`config.mk`:
```
export PLATFORM = sky130hd
export DESIGN_NAME = spi_input_conditioner_flat
export DESIGN_NICKNAME = d
export VERILOG_FILES = /design/src/rtl/spi_input_conditioner_if.sv /design/src/rtl/spi_input_conditioner.sv /design/src/flat_wrapper.sv
export SDC_FILE = /design/constraint.sdc
export NUM_CORES = 1
export LEC_CHECK = 0
export BUFFER_PORTS_ARGS = -buffer_cell sky130_fd_sc_hd__buf_2
export CORE_MARGIN = 4
export CORE_UTILIZATION = 35
export CTS_CLUSTER_DIAMETER = 40
export DETAILED_ROUTE_END_ITERATION = 6
export GPL_TIMING_DRIVEN = 0
export SLEW_MARGIN = 20
export SYNTH_ARGS = -nofsm -noshare
export SYNTH_HDL_FRONTEND = slang
export SYNTH_SLANG_ARGS = --single-unit
```
`constraint.sdc`:
```
create_clock -name sclk -period 2.8 [get_ports sclk]
set_input_delay 0.42 -clock sclk [delete_from_list [all_inputs] [get_ports sclk]]
set_output_delay 0.42 -clock sclk [all_outputs]
set_load 0.005 [all_outputs]
```
`src/rtl/spi_input_conditioner_if.sv`:
```
// rtl/spi_input_conditioner_if.sv - pad-side raw inputs and conditioned outputs of the SPI input conditioner
interface spi_input_conditioner_if;
  logic cs_raw;
  logic sck_raw;
  logic mosi_raw;
  logic cs_cond;
  logic sck_cond;
  logic mosi_cond;
  logic sck_posedge;
  logic sck_negedge;
  logic cs_negedge;
  logic cs_posedge;

  // pad / stimulus side
  modport master (
    output cs_raw, sck_raw, mosi_raw,
    input  cs_cond, sck_cond, mosi_cond,
    input  sck_posedge, sck_negedge, cs_negedge, cs_posedge
  );

  // conditioner side
  modport slave (
    input  cs_raw, sck_raw, mosi_raw,
    output cs_cond, sck_cond, mosi_cond,
    output sck_posedge, sck_negedge, cs_negedge, cs_posedge
  );
endinterface

```
`src/rtl/spi_input_conditioner.sv`:
```
// rtl/spi_input_conditioner.sv - synchronizer, debouncer and edge detector for the SPI pad signals
module spi_input_conditioner #(
  parameter int counterwidth = 3,
  parameter int waittime     = 3
) (
  input logic                   sclk,
  input logic                   reset,
  spi_input_conditioner_if.slave bus
);
  // channel index: 0 = cs, 1 = sck, 2 = mosi
  localparam int nch = 3;
  // cs idles high (deselected); sck and mosi idle low
  localparam logic [nch-1:0] rst_level = 3'b001;
  localparam logic [counterwidth-1:0] wait_count = counterwidth'(waittime);

  logic [nch-1:0]          raw;
  logic [nch-1:0]          sync0;
  logic [nch-1:0]          sync1;
  logic [nch-1:0]          cond;
  logic [nch-1:0]          accept;
  logic [nch-1:0]          rise;
  logic [nch-1:0]          fall;
  logic [counterwidth-1:0] count [nch];

  assign raw = {bus.mosi_raw, bus.sck_raw, bus.cs_raw};

  // two-flop synchronizer; reset loads the idle level so no spurious change follows release
  always_ff @(posedge sclk) begin
    if (reset) begin
      sync0 <= rst_level;
      sync1 <= rst_level;
    end else begin
      sync0 <= raw;
      sync1 <= sync0;
    end
  end

  // a new level is accepted once it has differed from cond on waittime+1 consecutive edges
  always_comb begin
    accept = '0;
    for (int i = 0; i < nch; i++) begin
      accept[i] = (sync1[i] != cond[i]) && (count[i] == wait_count);
    end
  end

  // stability counters and conditioned levels; any sample at the old level restarts the count
  always_ff @(posedge sclk) begin
    for (int i = 0; i < nch; i++) begin
      if (reset) begin
        count[i] <= '0;
        cond[i]  <= rst_level[i];
      end else if (sync1[i] == cond[i]) begin
        count[i] <= '0;
      end else if (accept[i]) begin
        cond[i]  <= sync1[i];
        count[i] <= '0;
      end else begin
        count[i] <= count[i] + 1'b1;
      end
    end
  end

  // edge pulses registered alongside cond so they line up with the level change
  always_ff @(posedge sclk) begin
    if (reset) begin
      rise <= '0;
      fall <= '0;
    end else begin
      rise <= accept & sync1;
      fall <= accept & ~sync1;
    end
  end

  assign bus.cs_cond     = cond[0];
  assign bus.sck_cond    = cond[1];
  assign bus.mosi_cond   = cond[2];
  assign bus.sck_posedge = rise[1];
  assign bus.sck_negedge = fall[1];
  assign bus.cs_negedge  = fall[0];
  assign bus.cs_posedge  = rise[0];
endmodule

```
`src/flat_wrapper.sv`:
```
// flat-port wrapper written by rule: the top's interface ports become plain ports
module spi_input_conditioner_flat 
#(
  parameter int counterwidth = 3,
  parameter int waittime     = 3
)
  (sclk, reset, bus_cs_raw, bus_sck_raw, bus_mosi_raw, bus_cs_cond, bus_sck_cond, bus_mosi_cond, bus_sck_posedge, bus_sck_negedge, bus_cs_negedge, bus_cs_posedge);
  spi_input_conditioner_if bus_i ();
  input logic sclk;
  input logic reset;
  input wire logic [$bits(bus_i.cs_raw)-1:0] bus_cs_raw;
  input wire logic [$bits(bus_i.sck_raw)-1:0] bus_sck_raw;
  input wire logic [$bits(bus_i.mosi_raw)-1:0] bus_mosi_raw;
  output wire logic [$bits(bus_i.cs_cond)-1:0] bus_cs_cond;
  output wire logic [$bits(bus_i.sck_cond)-1:0] bus_sck_cond;
  output wire logic [$bits(bus_i.mosi_cond)-1:0] bus_mosi_cond;
  output wire logic [$bits(bus_i.sck_posedge)-1:0] bus_sck_posedge;
  output wire logic [$bits(bus_i.sck_negedge)-1:0] bus_sck_negedge;
  output wire logic [$bits(bus_i.cs_negedge)-1:0] bus_cs_negedge;
  output wire logic [$bits(bus_i.cs_posedge)-1:0] bus_cs_posedge;
  assign bus_i.cs_raw = bus_cs_raw;
  assign bus_i.sck_raw = bus_sck_raw;
  assign bus_i.mosi_raw = bus_mosi_raw;
  assign bus_cs_cond = bus_i.cs_cond;
  assign bus_sck_cond = bus_i.sck_cond;
  assign bus_mosi_cond = bus_i.mosi_cond;
  assign bus_sck_posedge = bus_i.sck_posedge;
  assign bus_sck_negedge = bus_i.sck_negedge;
  assign bus_cs_negedge = bus_i.cs_negedge;
  assign bus_cs_posedge = bus_i.cs_posedge;
  spi_input_conditioner #(.counterwidth(counterwidth), .waittime(waittime)) u_core (.sclk(sclk), .reset(reset), .bus(bus_i));
endmodule
```
* Yosys cells after proc, flatten, opt, wreduce, memory -nomap -nowiden *
Memory sizes are Yosys's and may differ from the RTL's.
Cells that the tools add are included.

word-level totals
  register bits after elaboration = 13
  memory bits (writable) = 9
  output and inout bits = 7
  word-level logic and storage cells = 85
  memories kept = 1

memories
  memory        depth  width  read ports  clocked after Yosys merged registers in  wr ports  line                         source
  u_core.count  3      3      3           0                                        3         spi_input_conditioner.sv:23  logic [counterwidth-1:0] count [nch];

cells by class
  add/sub/neg operators = 3
  eq/ne operators = 9
  multiplexer cells = 44
  bitwise gates (word level) = 15
  reductions and logical operators = 6

operators with widths
  cell                                                                   count
  1-bit 2-to-1 mux                                                       35
  3-bit 2-to-1 mux                                                       9
  3-bit by 1-bit adder with 3-bit output, second input constant          3
  3-bit by 2-bit equality test with 1-bit output, second input constant  3
  1-bit bitwise OR                                                       9
  2-bit AND reduction                                                    3
  2-bit bitwise AND                                                      2
  1-bit equality test                                                    3
  1-bit logical AND                                                      3
  1-bit inequality test                                                  3
  1-bit inverter                                                         3
  2-bit inverter                                                         1

* Longest topological paths before layout *
  depth after elaboration = 8
  gate-level depth with buffers = 4
  depth with buffers taken out = 4

* Worst setup path before layout *
No wires, ideal clock.

  kind = register to register
  start = memory u_core.count[1][0]
  end = memory u_core.count[1][2], data pin
  library setup time = 0.176 ns
  data arrival time = 1.070 ns
  required time = 2.624 ns
  slack = 1.554 ns
  cell stages (with the launch flop) = 4
  buffers on the path = 0
  clock period less this slack = 1.246 ns
  cell sequence = edfxtp_1 -> ha_1 -> ha_1 -> nor4_1

RTL lines
  item             line
  start, declared  spi_input_conditioner.sv:23

==> insert_results.sql <==
INSERT INTO impl_metrics (metric_group, metric, value, unit) VALUES
('outcome', 'outcome', 'completed', ''),
('clock_network', 'hold_buf_count_cts', '0', ''),
('clock_network', 'max-clock-path-buffers', '2', ''),
('power', 'total_leakage_power', '0.428', 'nW'),
('worst_setup_path', 'timing.critical_path.to_type', 'flip-flop', ''),
('synthesis', 'synth_top_cell_by_area', 'edfxtp_1', ''),
('floorplanning', 'initial_utilization', '38.3', '%'),
('worst_setup_path', 'critical_path.top_delay_family', 'adder cells', ''),
('synthesis', 'post_synth_num_cell_types', '16', ''),
('worst_setup_path', 'timing.critical_path.buf_inv', '0', ''),
('power', 'clock_power_share', '31.0', '%'),
('synthesis', 'yosys_warnings', '0', ''),
('worst_setup_path', 'cp.arrival', '1.51', 'ns'),
('floorplanning', 'die-height', '58.2', 'um'),
('drt', 'dr.pass1.iters', '3', ''),
('clock_network', 'numClockSinks', '22', ''),
('placement', 'dpl_cell_area', '1000', 'um2'),
('power', 'power.share.combinational', '6.0', '%'),
('timing', 'setup_viol_count_final', '0', ''),
('layout', 'fillers', '230', ''),
('floorplanning', 'num_io_pins', '12', ''),
('clock_network', 'htree_levels', '1', ''),
('clock_network', 'tritoncts', 'yes', ''),
('synthesis', 'yosysSeqAreaShare', '60.2', '%'),
('clock_network', 'post_cts_setup_driven_buffer_insertion_count', '0', ''),
('clock_network', 'worst_setup_hold_path_clk_slew', '0.12', 'ns'),
('grt', 'grt.overflow.total', '0', ''),
('placement', 'gp_routability_congestion', '0.646', ''),
('layout', 'post_layout_net_count', '97', ''),
('synthesis', 'synth.top_cell.area_share', '30.7', '%'),
('timing', 'grt_setup_unrepaired', 'no', ''),
('power', 'power_switching_share', '20.6', '%'),
('worst_setup_path', 'timing.critical_path.slowest_stage_cell', 'edfxtp_1', ''),
('floorplanning', 'placement_rows', '17', ''),
('synthesis', 'synth_area_per_cell', '14.2', 'um2'),
('synthesis', 'synth_cells', '62', ''),
('timing', 'post-route-period-util', '49.3', '%'),
('worst_setup_path', 'crit_required', '2.93', 'ns'),
('power', 'power.internal', '440', 'uW'),
('grt', 'antenna_found_initial', '0', ''),
('clock_network', 'tritoncts.num_buffers', '3', ''),
('worst_setup_path', 'crit_fanout', '6', ''),
('drt', 'final_antenna_net_count', '0', ''),
('synthesis', 'synthesis.area', '881', 'um2'),
('floorplanning', 'floorplan.die_area', '3380', 'um2'),
('layout', 'final_design_area_no_fill', '1040', 'um2'),
('drt', 'drt_first_iter_violations', '4', ''),
('worst_setup_path', 'worstSetupStartpointType', 'flip-flop', ''),
('timing', 'tns', '0', 'ns'),
('drt', 'post-route-drc-count', '0', ''),
('worst_setup_path', 'crit_path_cell_trace', 'ha_1 -> ha_1 -> nor4_1', ''),
('drt', 'dr_total_vias', '507', ''),
('drt', 'wirelength', '1180', 'um'),
('synthesis', 'yosys-top-cells-area', 'edfxtp_1, dfxtp_1, ha_1, and4bb_2, nor4b_2', ''),
('layout', 'area_growth_syn_to_layout', '17.8', '%'),
('clock_network', 'clock_insertion_delay_worst_skew', '0.30', 'ns'),
('drt', 'via_per_inst', '4.49', ''),
('grt', 'gr-usage-all-layers', '8.60', '%'),
('run', 'drv.max_cap_violation_count', '0', ''),
('timing', 'timing.clock.skew', '0.00177', 'ns'),
('timing', 'slew_violations', '0', ''),
('layout', 'drive_above_1_share', '30.6', '%'),
('synthesis', 'postSynthRegisterBits', '22', ''),
('worst_setup_path', 'cpMostUsedCell', 'ha_1', ''),
('drt', 'routedWlPerCell', '10.5', 'um'),
('timing', 'timing.final.crit_period', '1.38', 'ns'),
('floorplanning', 'core_area', '2300', 'um2'),
('placement', 'buffer_ports.inserted', '11', ''),
('timing', 'max_freq', '724', 'MHz'),
('layout', 'n_antenna_cell', '0', ''),
('floorplanning', 'dieWidth', '58.2', 'um');
[Yosys cell counts]
cell type,n
clkbuf_8,1
conb_1,1
and4bb_2,4
dfxtp_1,13
nor2b_1,5
nor4_1,6
a211o_1,1
ha_1,6
or2_2,2
nor2_1,2
clkbuf_4,1
inv_1,3
edfxtp_1,9
mux2i_1,2
nor4b_2,3
xnor2_1,3
[routing by layer]
layer | vias up | share of wire [%] | global-route usage, % | routed length, um
li1 | 262 | - | - | -
met1 | 234 | 48 | 11.1 | 572
met5 | - | 0 | 0 | 0
met2 | 7 | 47 | 13.1 | 555
met3 | 4 | 2.4 | 2.00 | 29
met4 | 0 | 2.3 | 4.97 | 27
[stage by stage]
step | util (%) | cells | hold WS (ns) | total power [mW]
floorplan | - | 70 | 0.389 | 0.381
finish | 45.2 | 113 | 0.290 | 0.555
detailed placement | 43.6 | 109 | 0.398 | 0.391
CTS | 45.2 | 113 | 0.280 | 0.562
global route | 45.2 | 113 | 0.279 | 0.586
global placement | 43.6 | 109 | 0.398 | 0.389
[kinds of logic after synthesis]
family	share of synthesized area (%)
compound gates	0.994
xor+xnor	2.98
fa+ha+maj	8.52
buf+inv	3.69
flops	60.2
mux	2.27
other cells	0.426
simple gates	20.9
[flip-flops by register name, summed over array words and instances, names as in the netlist]
name          count
u_core.count      9
u_core.cond       3
u_core.sync0      3
u_core.sync1      3
u_core.rise       2
u_core.fall       2
[final cells by class]
| cell class | count | area, um2 | area share, % |
|---|---|---|---|
| sequential | 22 | 531 | 51.1 |
| multi-input combinational | 43 | 348 | 33.5 |
| timing repair buffer | 11 | 55.1 | 5.31 |
| clock buffer | 4 | 36.3 | 3.50 |
| tap | 28 | 35.0 | 3.38 |
| buffer | 2 | 21.3 | 2.05 |
| inverter | 3 | 11.3 | 1.09 |
[power by group through the flow]
stage	clock, mW	combinational (mW)	sequential, mW
floorplan	0	0.0251	0.356
finish	0.172	0.0332	0.349
detailed placement	0	0.0339	0.357
CTS	0.178	0.0338	0.350
global placement	0	0.0329	0.357
global route	0.195	0.0390	0.351
[final timing paths]
kind	from	to	slack [ns]	cells after the start
worst max-delay path	u_core.count[1][0]	u_core.count[1][2]	1.42	3
worst max register to register	u_core.count[1][0]	u_core.count[1][2]	1.42	3
worst min-delay path	bus_cs_raw	u_core.sync0[0]	0.29	2
worst min register to register	u_core.sync0[0]	u_core.sync1[0]	0.42	1
Note: power is estimated with default switching activity, not from simulation.
